`src/rtl/mano_mem_master_if.sv`:
```
`default_nettype none
// +------------------------------------------------------------------------+
// | mano_mem_master_if                                                     |
// | Request port and memory-bus bundle for mano_mem_master.                |
// | Revision: 1.0                                                          |
// +------------------------------------------------------------------------+
interface mano_mem_master_if #(
    parameter int ADDR_WIDTH = 12,
    parameter int DATA_WIDTH = 16
);
    logic                  req;
    logic                  we;
    logic [ADDR_WIDTH-1:0] addr_in;
    logic [DATA_WIDTH-1:0] wdata;
    logic [DATA_WIDTH-1:0] rdata;
    logic                  busy;
    logic                  done;
    logic                  err;
    logic [ADDR_WIDTH-1:0] mem_addr;
    logic                  mem_rd;
    logic                  mem_wr;
    logic [DATA_WIDTH-1:0] mem_din;
    logic [DATA_WIDTH-1:0] mem_dout;

    // Controller side: takes requests, drives the memory.
    modport master (
        input  req, we, addr_in, wdata, mem_dout,
        output rdata, busy, done, err, mem_addr, mem_rd, mem_wr, mem_din
    );

    // Environment side: requester plus the memory itself.
    modport slave (
        output req, we, addr_in, wdata, mem_dout,
        input  rdata, busy, done, err, mem_addr, mem_rd, mem_wr, mem_din
    );
endinterface
`default_nettype wire

```
`src/rtl/mano_mem_master.sv`:
```
`default_nettype none
// +------------------------------------------------------------------------+
// | mano_mem_master                                                        |
// | Single-word read/write controller for a 4096x16 async-read memory.     |
// | Option: MANO_WR_VERIFY_EN adds a readback VERIFY cycle after writes.   |
// | Revision: 1.0                                                          |
// +------------------------------------------------------------------------+
module mano_mem_master #(
    parameter int ADDR_WIDTH = 12,
    parameter int DATA_WIDTH = 16
) (
    input  wire logic        clk,
    input  wire logic        rst,
    mano_mem_master_if.master bus
);
    localparam logic [2:0] c_IDLE   = 3'd0;
    localparam logic [2:0] c_READ   = 3'd1;
    localparam logic [2:0] c_WRITE  = 3'd2;
`ifdef MANO_WR_VERIFY_EN
    localparam logic [2:0] c_VERIFY = 3'd3;
`endif
    localparam logic [2:0] c_DONE   = 3'd4;

    logic [2:0]            r_state;
    logic [2:0]            w_state_nxt;
    logic [ADDR_WIDTH-1:0] r_mem_addr;
    logic [DATA_WIDTH-1:0] r_mem_din;
    logic [DATA_WIDTH-1:0] r_rdata;
    logic                  w_busy;
    logic                  w_done;
    logic                  w_mem_rd;
    logic                  w_mem_wr;
    logic                  w_accept;

    assign w_accept = (r_state == c_IDLE) && bus.req;

    always_ff @(posedge clk) begin
        if (rst) begin
            r_state <= c_IDLE;
        end else begin
            r_state <= w_state_nxt;
        end
    end

    always_comb begin
        w_state_nxt = r_state;
        case (r_state)
            c_IDLE:   if (bus.req) w_state_nxt = bus.we ? c_WRITE : c_READ;
            c_READ:   w_state_nxt = c_DONE;
`ifdef MANO_WR_VERIFY_EN
            c_WRITE:  w_state_nxt = c_VERIFY;
            c_VERIFY: w_state_nxt = c_DONE;
`else
            c_WRITE:  w_state_nxt = c_DONE;
`endif
            c_DONE:   w_state_nxt = c_IDLE;
            default:  w_state_nxt = c_IDLE;
        endcase
    end

    always_comb begin
        w_busy   = 1'b0;
        w_done   = 1'b0;
        w_mem_rd = 1'b0;
        w_mem_wr = 1'b0;
        case (r_state)
            c_READ: begin
                w_busy   = 1'b1;
                w_mem_rd = 1'b1;
            end
            c_WRITE: begin
                w_busy   = 1'b1;
                w_mem_wr = 1'b1;
            end
`ifdef MANO_WR_VERIFY_EN
            c_VERIFY: begin
                w_busy   = 1'b1;
                w_mem_rd = 1'b1;
            end
`endif
            c_DONE:  w_done = 1'b1;
            default: ;
        endcase
    end

    // Address and write data stay put after DONE until the next accept.
    always_ff @(posedge clk) begin
        if (rst) begin
            r_mem_addr <= '0;
            r_mem_din  <= '0;
            r_rdata    <= '0;
        end else begin
            if (w_accept) begin
                r_mem_addr <= bus.addr_in;
                r_mem_din  <= bus.wdata;
            end
            if (r_state == c_READ) begin
                r_rdata <= bus.mem_dout;
            end
`ifdef MANO_WR_VERIFY_EN
            if (r_state == c_VERIFY) begin
                r_rdata <= bus.mem_dout;
            end
`endif
        end
    end

`ifdef MANO_WR_VERIFY_EN
    logic r_err;

    // Compare against the latched write word, not the live wdata input.
    always_ff @(posedge clk) begin
        if (rst) begin
            r_err <= 1'b0;
        end else if (w_accept) begin
            r_err <= 1'b0;
        end else if (r_state == c_VERIFY) begin
            r_err <= (bus.mem_dout != r_mem_din);
        end
    end

    assign bus.err = r_err;
`else
    assign bus.err = 1'b0;
`endif

    assign bus.rdata    = r_rdata;
    assign bus.busy     = w_busy;
    assign bus.done     = w_done;
    assign bus.mem_addr = r_mem_addr;
    assign bus.mem_rd   = w_mem_rd;
    assign bus.mem_wr   = w_mem_wr;
    assign bus.mem_din  = r_mem_din;
endmodule
`default_nettype wire

```
`src/flat_wrapper.sv`:
```
// flat-port wrapper written by rule: the top's interface ports become plain ports
module mano_mem_master_flat 
#(
    parameter int ADDR_WIDTH = 12,
    parameter int DATA_WIDTH = 16
)
  (clk, rst, bus_req, bus_we, bus_addr_in, bus_wdata, bus_mem_dout, bus_rdata, bus_busy, bus_done, bus_err, bus_mem_addr, bus_mem_rd, bus_mem_wr, bus_mem_din);
  mano_mem_master_if #(.ADDR_WIDTH(ADDR_WIDTH), .DATA_WIDTH(DATA_WIDTH)) bus_i ();
  input  wire logic clk;
  input  wire logic rst;
  input wire logic [$bits(bus_i.req)-1:0] bus_req;
  input wire logic [$bits(bus_i.we)-1:0] bus_we;
  input wire logic [$bits(bus_i.addr_in)-1:0] bus_addr_in;
  input wire logic [$bits(bus_i.wdata)-1:0] bus_wdata;
  input wire logic [$bits(bus_i.mem_dout)-1:0] bus_mem_dout;
  output wire logic [$bits(bus_i.rdata)-1:0] bus_rdata;
  output wire logic [$bits(bus_i.busy)-1:0] bus_busy;
  output wire logic [$bits(bus_i.done)-1:0] bus_done;
  output wire logic [$bits(bus_i.err)-1:0] bus_err;
  output wire logic [$bits(bus_i.mem_addr)-1:0] bus_mem_addr;
  output wire logic [$bits(bus_i.mem_rd)-1:0] bus_mem_rd;
  output wire logic [$bits(bus_i.mem_wr)-1:0] bus_mem_wr;
  output wire logic [$bits(bus_i.mem_din)-1:0] bus_mem_din;
  assign bus_i.req = bus_req;
  assign bus_i.we = bus_we;
  assign bus_i.addr_in = bus_addr_in;
  assign bus_i.wdata = bus_wdata;
  assign bus_i.mem_dout = bus_mem_dout;
  assign bus_rdata = bus_i.rdata;
  assign bus_busy = bus_i.busy;
  assign bus_done = bus_i.done;
  assign bus_err = bus_i.err;
  assign bus_mem_addr = bus_i.mem_addr;
  assign bus_mem_rd = bus_i.mem_rd;
  assign bus_mem_wr = bus_i.mem_wr;
  assign bus_mem_din = bus_i.mem_din;
  mano_mem_master #(.ADDR_WIDTH(ADDR_WIDTH), .DATA_WIDTH(DATA_WIDTH)) u_core (.clk(clk), .rst(rst), .bus(bus_i));
endmodule
```
`config.mk`:
```
export PLATFORM = sky130hd
export DESIGN_NAME = mano_mem_master_flat
export DESIGN_NICKNAME = d
export VERILOG_FILES = /design/src/rtl/mano_mem_master_if.sv /design/src/rtl/mano_mem_master.sv /design/src/flat_wrapper.sv
export SDC_FILE = /design/constraint.sdc
export NUM_CORES = 1
export LEC_CHECK = 0
export CORE_MARGIN = 2
export CORE_UTILIZATION = 25
export CTS_CLUSTER_SIZE = 14
export DETAILED_ROUTE_END_ITERATION = 12
export HOLD_SLACK_MARGIN = 0.05
export PLACE_DENSITY = 0.63
export SYNTH_ARGS = -nofsm -noshare
export SYNTH_HDL_FRONTEND = slang
export SYNTH_SLANG_ARGS = --single-unit
```
`constraint.sdc`:
```
create_clock -name clk -period 2.38 [get_ports clk]
set_input_delay 0.595 -clock clk [delete_from_list [all_inputs] [get_ports clk]]
set_output_delay 0.595 -clock clk [all_outputs]
set_load 0.005 [all_outputs]
```
### Yosys cells after proc, flatten, opt, wreduce, memory -nomap -nowiden

Cells that the tools add are included.

* bits in registers: 47
* input bits: 48
* output and inout bits: 49
* word-level logic and storage cells: 18

* eq/ne operators: 4
* reduce and logical (&&, ||, !) cells: 3
* multiplexer cells: 7

Operators by type and width (count)
* case mux 3 bit (2 select lines): 1
* 2-to-1 mux 1 bit: 4
* == test 3 x 1 -> 1 bit, second input constant: 1
* == test 3 x 2 -> 1 bit, second input constant: 1
* == test 3 bit, second input constant: 1
* zero test 3 bit: 1
* 2-to-1 mux 3 bit: 1
* 2-to-1 mux 2 bit: 1
* inequality test 2 bit, second input constant: 1
* OR reduction 2 bit: 1
* logical AND 1 bit: 1

### Longest topological paths before layout

Gate-level depths: netlist of run 1.

* word-level depth: 3
* depth in mapped cells: 4

### Least setup slack after synthesis of run 1

Ideal clock, no wire load.

* path type: flip-flop to output port
* start point: reg u_core.r_state[0]
* end point: out bus_busy
* arrival time: 0.959 ns
* slack: 0.826 ns
* data required time: 1.785 ns
* buffers on the path: 1
* stages on the path, launching flop included: 4
* cells stage by stage: dfxtp_1 -> nor3b_2 -> buf_4 -> or2_2

* word-level cells in the longest chain between the ends: 3
* elaborated cells on any way between the ends: 4
* those cells by class: eq/ne (2); mux (1); reduce/logical (1)

RTL lines
* start, declared: line mano_mem_master.sv:24 `logic [2:0] r_state;`
* start signal, assigned: line mano_mem_master.sv:39 `r_state <= c_IDLE;`
* start signal, assigned: line mano_mem_master.sv:41 `r_state <= w_state_nxt;`
* == test 3 x 2 -> 1 bit / == test 3 x 1 -> 1 bit (equally long branches): line mano_mem_master.sv:66 `case (r_state)`
* OR reduction 2 bit (no source line) (*)
* 2-to-1 mux 1 bit (*): line mano_mem_master.sv:66
* end, declared: line flat_wrapper.sv:17 `output wire logic [$bits(bus_i.busy)-1:0] bus_busy;`

Mark *: on every way between the ends. The rest lies on a longest branch, timed or not.

### Worst setup path in the final report of run 1

Same ends and word-level chain as after synthesis.

==> results of run 1 <==
## sequential cells by signal (all words and copies together), names as in the netlist
signal and count:
u_core.bus.rdata 16, u_core.bus.mem_din 16, u_core.bus.mem_addr 12, u_core.r_state 3
## kinds of logic (layout without fill, tap and decap cells)
family                 count (synthesis)  count (layout)  synth area share (%)
other                                  1               1                0.1764
multiplexers                          44              44                 20.72
AND/OR/NAND/NOR                       95              95                 29.61
AO/OA/AOI/OAI                          1               1                0.4709
buffers and inverters                 16             108                 4.767
flip-flops                            47              47                 44.26
## area by class of cell
class / count / area [sq um] / share of cell area (%)
clock inverters: 2 / 35.03 / 1.067
flip-flops and latches: 47 / 942.2 / 28.71
multi-input cells: 141 / 1095 / 33.36
repair buffers: 100 / 996.0 / 30.35
clock buffers: 6 / 82.58 / 2.516
well taps: 105 / 131.4 / 4.003
## cells in the mapped netlist
| master | n |
|---|---|
| nand2b_1 | 88 |
| dfxtp_1 | 47 |
| mux2i_1 | 44 |
| clkbuf_1 | 10 |
| buf_6 | 3 |
| buf_4 | 2 |
| nor3b_1 | 2 |
| nor3b_2 | 2 |
| and3b_1 | 1 |
| buf_8 | 1 |
| conb_1 | 1 |
| nor4b_4 | 1 |
| o21ba_2 | 1 |
| or2_2 | 1 |
## timing repair
item	4_1_cts	5_1_grt
setup endpoints to repair	1	1
resized for setup	1	1
buffers inserted	0	0
hold buffers	0	0
## through the flow
step / power [W] / hold WS [ps] / setup WS (ps) / utilization, %
detailed placement: 0.001221 / 461.1 / 312.6 / 38.43
CTS: 0.001850 / 481.6 / 56.29 / 39.93
global route: 0.001904 / 490.8 / 5.098 / 39.94
floorplan: 0.001027 / 465.0 / 826.0 / -
global placement: 0.001216 / 457.4 / 351.5 / 38.43
finish: 0.001810 / 475.5 / 98.04 / 39.94
## power by group through the flow
stage	logic (W)	clock network, W	registers (W)
floorplan	0.000147	0	0.000880
global placement	0.000338	0	0.000878
detailed placement	0.000342	0	0.000879
CTS	0.000344	0.000645	0.000862
global route	0.000366	0.000671	0.000868
finish	0.000336	0.000613	0.000861
## layer usage
layer,GRT usage (%),up-vias,share of wire [%]
li1,-,833,-
met1,11.78,782,43
met2,18.06,53,49
met3,3.289,5,7.0
met4,3.929,0,1.0
met5,0,-,0
## worst paths after layout
| kind | cells after the start | end | from | slack (ps) |
|---|---|---|---|---|
| max | 3 | bus_busy | u_core.r_state[0] | 100 |
| min | 2 | u_core.bus.rdata[6] | u_core.bus.rdata[6] | 480 |
| max reg2reg | 3 | u_core.bus.mem_din[15] | u_core.r_state[2] | 990 |
| min reg2reg | 2 | u_core.bus.rdata[6] | u_core.bus.rdata[6] | 480 |
## critical path: cells and delay by family (launching register included)
kind,cells,cell delay [ps]
and+or+nand+nor,2,440
DFF,1,440
buffers and inverters,1,510
==> impl_metrics.env, run 1 <==
export IMPL_worstPathArrival_ps=1690
export IMPL_cts_num_sinks=47
export IMPL_antenna_found_initial=0
export IMPL_stdcell_count=401
export IMPL_fill_cells=796
export IMPL_synth_top_area_share_pct=44.26
export IMPL_detail_route_first_pass_iterations=4
export IMPL_final_area_sq_mm=0.003282
export IMPL_fp_dieW_microns=96.21
export IMPL_leakagePower_nw=1.217
export IMPL_period_share_pct=95.88
export IMPL_drive_above_1_share_pct=7.095
export IMPL_grt_max_degree=92
export IMPL_grt_setup_unrepaired="no"
export IMPL_crit_path_end_kind="output port"
export IMPL_layout_commonest_cell="clkdlybuf4s50_1"
export IMPL_hold_class="reg2reg"
export IMPL_swShare_pct=22.59
export IMPL_setup_viol=0
export IMPL_fp_dieArea_sq_mm=0.009256
export IMPL_ys_ff_latch=47
export IMPL_grt_usage_pct=10.38
export IMPL_vias=1673
export IMPL_dpl_hpwl_mm=3.378
export IMPL_htreeDepth=2
export IMPL_numCtsBuffers=5
export IMPL_yosys_area_top_type="dfxtp_1"
export IMPL_cts_root_buf="clkbuf_8"
export IMPL_clk_latency_ps=300
export IMPL_syn2layout_area_growth_pct=54.39
export IMPL_placed_cells=393
export IMPL_final_cell_mix="clkdlybuf4s50_1, nand2b_1, dfxtp_1, mux2i_1, clkbuf_8"
export IMPL_drt_total_wl_mm=4.856
export IMPL_synth_avg_cell_area_sq_um=10.42
export IMPL_cp_required_ps=1780
export IMPL_maxSlewViolCount=0
export IMPL_min_period_ps=2282
export IMPL_grt_pass1_wl_mm=7.500
export IMPL_initial_core_util_pct=25.87
export IMPL_clock_skew_ps=4.054
export IMPL_cts_clk_slew_worst_paths_ps=90
export IMPL_cp_slowest_cell="clkdlybuf4s50_1"
export IMPL_syn_cell_area_sq_mm=0.002126
export IMPL_gp_congestion=0.6406
export IMPL_cts_tree="done"
export IMPL_num_rows=33
export IMPL_cpPeakStageDelay_ps=510
export IMPL_post_dp_cell_area_sq_mm=0.003158
export IMPL_drt_iter0_markers=37
export IMPL_hold_viol=0
export IMPL_synthCells=204
export IMPL_critPathLaunchType="register"
export IMPL_syn_nets=252
export IMPL_first_global_vias=1663
export IMPL_nets=343
export IMPL_power_internal_w=0.001401
export IMPL_detail_route_wl_per_cell_microns=12.11
export IMPL_io_buffers=95
export IMPL_vias_per_cell=4.172
export IMPL_dieHeight_microns=96.21
export IMPL_yosys_top_cells_area="dfxtp_1, nand2b_1, mux2i_1"
export IMPL_comb_power_share_pct=18.6
export IMPL_powerDensity_mw_per_mm2=551.5
export IMPL_clock_path_buffers=2
export IMPL_pwr_share_clk_pct=33.9
export IMPL_num_antenna_cells=0
export IMPL_drc=0
export IMPL_status="complete, no violations"
export IMPL_grt_overflow_total=0
export IMPL_p_switching_w=0.0004088
export IMPL_antenna_left=0
export IMPL_synth_seq_area_share_pct=44.26
export IMPL_worst_setup_path_type="reg2out"
export IMPL_fin_tns_setup_ps=0
export IMPL_maxCapViolCount=0
export IMPL_pin_count=97
export IMPL_ys_types=14
export IMPL_peakVddDrop_mv=0.2384
export IMPL_crit_fanout=4
export IMPL_seqPwrFrac_pct=47.6
export IMPL_yosysWarningCount=0
export IMPL_crit_chain="nor3b_4, or2_2, clkdlybuf4s50_1"
export IMPL_core_area_sq_mm=0.008217
export IMPL_max_freq_ghz=0.4382
No activity file was read; power rests on OpenSTA's default activity.
==> run 2, diff against run 1 <==
--- a/config.mk
+++ b/config.mk
@@ -11,6 +11,7 @@
 export DETAILED_ROUTE_END_ITERATION = 12
 export HOLD_SLACK_MARGIN = 0.05
 export PLACE_DENSITY = 0.63
+export REMOVE_ABC_BUFFERS = 1
 export SYNTH_ARGS = -nofsm -noshare
 export SYNTH_HDL_FRONTEND = slang
 export SYNTH_SLANG_ARGS = --single-unit
==> run 2 against run 1 <==
Sequential share of layout area is 0.35 points higher; maximum frequency is 2.2% higher; critical path depth stayed put; power is 9.4% lower; count of clock-buffer cells in the layout stayed put; clock power is 28% lower.
==> impl_metrics.env, run 2 (synthesis gave the netlist of run 1 again) <==
export IMPL_cts_num_sinks=47
export IMPL_htreeDepth=2
export IMPL_io_buffers=95
export IMPL_clock_path_buffers=2
export IMPL_comb_power_share_pct=20.5
export IMPL_final_area_sq_mm=0.003242
export IMPL_antenna_found_initial=0
export IMPL_initial_core_util_pct=25.87
export IMPL_drt_total_wl_mm=4.580
export IMPL_cp_slowest_cell="clkdlybuf4s50_1"
export IMPL_cpPeakStageDelay_ps=520
export IMPL_cp_required_ps=1780
export IMPL_post_dp_cell_area_sq_mm=0.003163
export IMPL_syn2layout_area_growth_pct=52.50
export IMPL_pwr_share_clk_pct=27.0
export IMPL_worst_setup_path_type="reg2out"
export IMPL_core_area_sq_mm=0.008217
export IMPL_drt_iter0_markers=25
export IMPL_vias=1624
export IMPL_status="complete, no violations"
export IMPL_fin_ws_ps=146.1
export IMPL_fp_dieArea_sq_mm=0.009256
export IMPL_leakagePower_nw=1.192
export IMPL_grt_usage_pct=9.692
export IMPL_swShare_pct=23.20
export IMPL_first_global_vias=1598
export IMPL_cts_root_buf="clkbuf_8"
export IMPL_max_freq_ghz=0.4476
export IMPL_r2r_start="u_core.r_state[2]"
export IMPL_startpoint="u_core.r_state[2]"
export IMPL_clk_latency_ps=290
export IMPL_hold_ws_ps=474.0
export IMPL_grt_setup_unrepaired="no"
export IMPL_gp_congestion=0.6069
export IMPL_fp_dieW_microns=96.21
export IMPL_nets=342
export IMPL_critPathLaunchType="register"
export IMPL_crit_chain="nor3b_4, buf_4, clkdlybuf4s50_1"
export IMPL_setup_viol=0
export IMPL_layout_commonest_cell="clkdlybuf4s50_1"
export IMPL_tightest_slew_ps=513.9
export IMPL_hold_viol=0
export IMPL_drc=0
export IMPL_grt_max_degree=53
export IMPL_cp_num_buf_inv=2
export IMPL_cts_tree="done"
export IMPL_fin_tns_setup_ps=0
export IMPL_antenna_left=0
export IMPL_max_slew_margin_pct=65.74
export IMPL_period_share_pct=93.86
export IMPL_num_antenna_cells=0
export IMPL_seqPwrFrac_pct=52.5
export IMPL_peakVddDrop_mv=0.2064
export IMPL_powerDensity_mw_per_mm2=505.7
export IMPL_dpl_hpwl_mm=3.218
export IMPL_power_w=0.001640
export IMPL_final_cell_mix="clkdlybuf4s50_1, nand2b_1, dfxtp_1, mux2i_1, clkbuf_8"
export IMPL_pre_cts_ws_ps=320.8
export IMPL_crit_path_end_kind="output port"
export IMPL_postCtsHoldBufs=0
export IMPL_grt_pass1_wl_mm=7.051
export IMPL_pin_count=97
export IMPL_cpLargestDelayFamily="buffers and inverters"
export IMPL_maxCapViolCount=0
export IMPL_detail_route_wl_per_cell_microns=11.51
export IMPL_power_internal_w=0.001259
export IMPL_crit_fanout=7
export IMPL_maxSlewViolCount=0
export IMPL_vias_per_cell=4.080
export IMPL_dieHeight_microns=96.21
export IMPL_detail_route_first_pass_iterations=4
export IMPL_fill_cells=810
export IMPL_hold_start="u_core.bus.mem_addr[2]"
export IMPL_hold_class="reg2reg"
export IMPL_numCtsBuffers=5
export IMPL_grt_overflow_total=0
export IMPL_cts_clk_slew_worst_paths_ps=80
export IMPL_num_rows=33
export IMPL_min_period_ps=2234
export IMPL_worstPathArrival_ps=1640
export IMPL_p_switching_w=0.0003804
export IMPL_drive_above_1_share_pct=5.802
export IMPL_clock_skew_ps=8.907
run 2: cell types whose count changed in the layout (fill, tap and decap cells not counted), sizes merged:
cell and change:
bufinv -1, buf -1, clkinv -1
run 2: cell type report:
type                            count  area, sq um  share of cell area, %
Multi-Input combinational cell    141         1095                  33.77
Sequential cell                    47        942.2                  29.06
Clock buffer                        6        72.57                  2.239
Tap cell                          105        131.4                  4.052
Timing Repair Buffer               99         1001                  30.88
run 2: metal layers:
layer,vias to the layer above,wire length [microns],GRT usage [%]
li1,827,-,-
met1,720,2162,12.36
met4,0,50,2.857
met5,-,0,0
met3,7,464,3.994
met2,70,1903,14.93
run 2: worst reg2reg max path, delay by kind of cell, from the launching register on:
family                 cells  cell delay [ps]
multiplexers               1              230
buffers and inverters      1              270
AND/OR/NAND/NOR            1              360
flip-flops                 1              380
run 2: repair_timing:
item	CTS	global route
gates resized for setup	1	1
endpoints found under the setup margin	1	1
pin swaps	0	0
buffers inserted	0	0
run 2: final timing paths:
path,to,slack [ps],cells after the start
worst min register to register,u_core.bus.mem_addr[2],470,2
worst max-delay path,bus_mem_rd,150,3
worst min-delay path,u_core.bus.mem_addr[2],470,2
worst max register to register,u_core.bus.mem_din[8],1070,3
run 2: power groups by stage:
stage / Clock, W / Combinational [W] / Sequential (W)
after global routing: 0.000493 / 0.000367 / 0.000867
after global placement: 0 / 0.000338 / 0.000878
after CTS: 0.000473 / 0.000344 / 0.000861
final: 0.000442 / 0.000336 / 0.000861
after detailed placement: 0 / 0.000343 / 0.000878
after floorplan: 0 / 0.000124 / 0.000880
run 2: metrics by stage:
| stage | utilization [%] | instances |
|---|---|---|
| after floorplan | - | 188 |
| after global placement | 38.50 | 392 |
| after detailed placement | 38.50 | 392 |
| after CTS | 39.44 | 398 |
| after global routing | 39.45 | 398 |
| final | 39.45 | 398 |
==> run 3, diff against run 2 <==
--- a/config.mk
+++ b/config.mk
@@ -7,10 +7,11 @@
 export LEC_CHECK = 0
 export CORE_MARGIN = 2
 export CORE_UTILIZATION = 25
+export CTS_BUF_LIST = sky130_fd_sc_hd__clkbuf_4 sky130_fd_sc_hd__clkbuf_8
 export CTS_CLUSTER_SIZE = 14
 export DETAILED_ROUTE_END_ITERATION = 12
 export HOLD_SLACK_MARGIN = 0.05
-export PLACE_DENSITY = 0.63
+export PLACE_DENSITY = 0.55
 export REMOVE_ABC_BUFFERS = 1
 export SYNTH_ARGS = -nofsm -noshare
 export SYNTH_HDL_FRONTEND = slang
==> run 3 against run 2 <==
Clock skew shrank 1.1 ps; die area did not move; core utilization is 0.35 points higher; final cell count grew 0.75%; critical path depth unchanged; global-route usage is 0.45 points higher; sequential power about the same; via count rose by 1.4%; largest cell class unchanged; highest routed layer unchanged.
==> impl_metrics.env, run 3 (synthesis gave the netlist of run 1 again) <==
export IMPL_grt_setup_unrepaired="no"
export IMPL_fp_dieW_microns=96.21
export IMPL_first_global_vias=1496
export IMPL_num_antenna_cells=0
export IMPL_initial_core_util_pct=25.87
export IMPL_clock_skew_ps=7.842
export IMPL_hold_class="reg2reg"
export IMPL_detail_route_wl_per_cell_microns=11.79
export IMPL_powerDensity_mw_per_mm2=516.3
export IMPL_drc=0
export IMPL_grt_usage_pct=10.14
export IMPL_maxCapViolCount=0
export IMPL_p_switching_w=0.0003954
export IMPL_min_period_ps=2222
export IMPL_worst_setup_path_type="reg2out"
export IMPL_cp_slowest_cell="clkdlybuf4s50_1"
export IMPL_cpPeakStageDelay_ps=480
export IMPL_crit_chain="nor3b_4, or2_2, clkdlybuf4s50_1"
export IMPL_htreeDepth=2
export IMPL_cts_clk_slew_worst_paths_ps=80
export IMPL_swShare_pct=23.42
export IMPL_clock_path_buffers=2
export IMPL_fp_dieArea_sq_mm=0.009256
export IMPL_power_w=0.001688
export IMPL_detail_route_first_pass_iterations=4
export IMPL_nets=344
export IMPL_hold_viol=0
export IMPL_vias=1647
export IMPL_maxSlewViolCount=0
export IMPL_syn2layout_area_growth_pct=53.86
export IMPL_layout_commonest_cell="clkdlybuf4s50_1"
export IMPL_pin_count=97
export IMPL_final_area_sq_mm=0.003271
export IMPL_final_core_util_pct=39.81
export IMPL_io_buffers=95
export IMPL_core_area_sq_mm=0.008217
export IMPL_numCtsBuffers=5
export IMPL_crit_path_end_kind="output port"
export IMPL_dieHeight_microns=96.21
export IMPL_cp_required_ps=1780
export IMPL_num_rows=33
export IMPL_cts_root_buf="clkbuf_8"
export IMPL_status="complete, no violations"
export IMPL_crit_fanout=4
export IMPL_cts_tree="done"
export IMPL_drive_above_1_share_pct=6.757
export IMPL_drt_total_wl_mm=4.726
export IMPL_seqPwrFrac_pct=50.9
export IMPL_cts_num_sinks=47
export IMPL_max_freq_ghz=0.4501
export IMPL_grt_overflow_total=0
export IMPL_dpl_hpwl_mm=3.256
export IMPL_gp_congestion=0.6355
export IMPL_critPathLaunchType="register"
export IMPL_period_share_pct=93.35
export IMPL_grt_max_degree=92
export IMPL_fill_cells=835
export IMPL_peakVddDrop_mv=0.2650
export IMPL_vias_per_cell=4.107
export IMPL_antenna_left=0
export IMPL_worstPathArrival_ps=1630
export IMPL_postCtsHoldBufs=0
export IMPL_antenna_found_initial=0
export IMPL_fin_tns_setup_ps=0
export IMPL_post_dp_cell_area_sq_mm=0.003163
export IMPL_final_cell_mix="clkdlybuf4s50_1, nand2b_1, dfxtp_1, mux2i_1, clkbuf_8"
export IMPL_leakagePower_nw=1.212
export IMPL_power_internal_w=0.001293
export IMPL_comb_power_share_pct=20.2
export IMPL_clk_latency_ps=300
export IMPL_setup_viol=0
export IMPL_hold_ws_ps=472.5
export IMPL_grt_pass1_wl_mm=7.258
export IMPL_drt_iter0_markers=35
export IMPL_pwr_share_clk_pct=28.9
-- run 3: cell types whose count changed in the layout (fill, tap and decap cells not counted) --
cell | before | now
buf_4 | 2 | 4
clkbuf_1 | 1 | 0
clkbuf_8 | 5 | 6
clkinv_2 | 0 | 1
dfxtp_1 | 46 | 47
dfxtp_2 | 1 | 0
-- run 3: layout make-up --
type / count / area, sq um / area share [%]
clock inverter: 1 / 5.005 / 0.1530
tap: 105 / 131.4 / 4.017
multi-input combinational: 141 / 1095 / 33.47
sequential: 47 / 940.9 / 28.77
timing repair buffer: 101 / 1016 / 31.06
clock buffer: 6 / 82.58 / 2.525
-- run 3: path summary, 6_finish.rpt --
| check | startpoint | to | slack, ps | cells past startpoint |
|---|---|---|---|---|
| max | u_core.r_state[0] | bus_busy | 160 | 3 |
| min reg2reg | u_core.bus.mem_din[13] | u_core.bus.mem_din[13] | 470 | 2 |
| max reg2reg | u_core.r_state[0] | u_core.bus.rdata[2] | 1040 | 4 |
| min | u_core.bus.mem_din[13] | u_core.bus.mem_din[13] | 470 | 2 |
-- run 3: routing by layer --
metal / share of wire, % / global-route usage [%] / vias to the layer above
li1: - / - / 833
met1: 45 / 13.29 / 746
met2: 44 / 15.10 / 63
met3: 9.8 / 4.150 / 5
met4: 1.2 / 3.214 / 0
met5: 0 / 0 / -
-- run 3: stage by stage --
step / instances / setup slack [ps]
4_1_cts: 401 / 24.63
5_1_grt: 401 / 66.25
3_3_place_gp: 392 / 336.6
2_1_floorplan: 188 / 2.162
6_report: 401 / 158.2
3_5_place_dp: 392 / 317.8
-- run 3: power by group through the flow --
stage | combinational [W] | clock (W) | sequential [W]
after global placement | 0.000343 | 0 | 0.000877
after global routing | 0.000372 | 0.000550 | 0.000865
after CTS | 0.000348 | 0.000522 | 0.000860
after detailed placement | 0.000344 | 0 | 0.000878
final | 0.000341 | 0.000488 | 0.000860
after floorplan | 0.000124 | 0 | 0.000880
-- run 3: critical path: cells and delay by family (launching register included) --
kind	cells	cell delay, ps
DFF	1	430
and+or+nand+nor	2	430
buffers and inverters	1	480
-- run 3: repair_timing --
| item | 4_1_cts | 5_1_grt |
|---|---|---|
| buffers inserted | 2 | 0 |
| pin swaps | 0 | 0 |
| gates resized for setup | 0 | 1 |
| setup endpoints to repair | 1 | 1 |
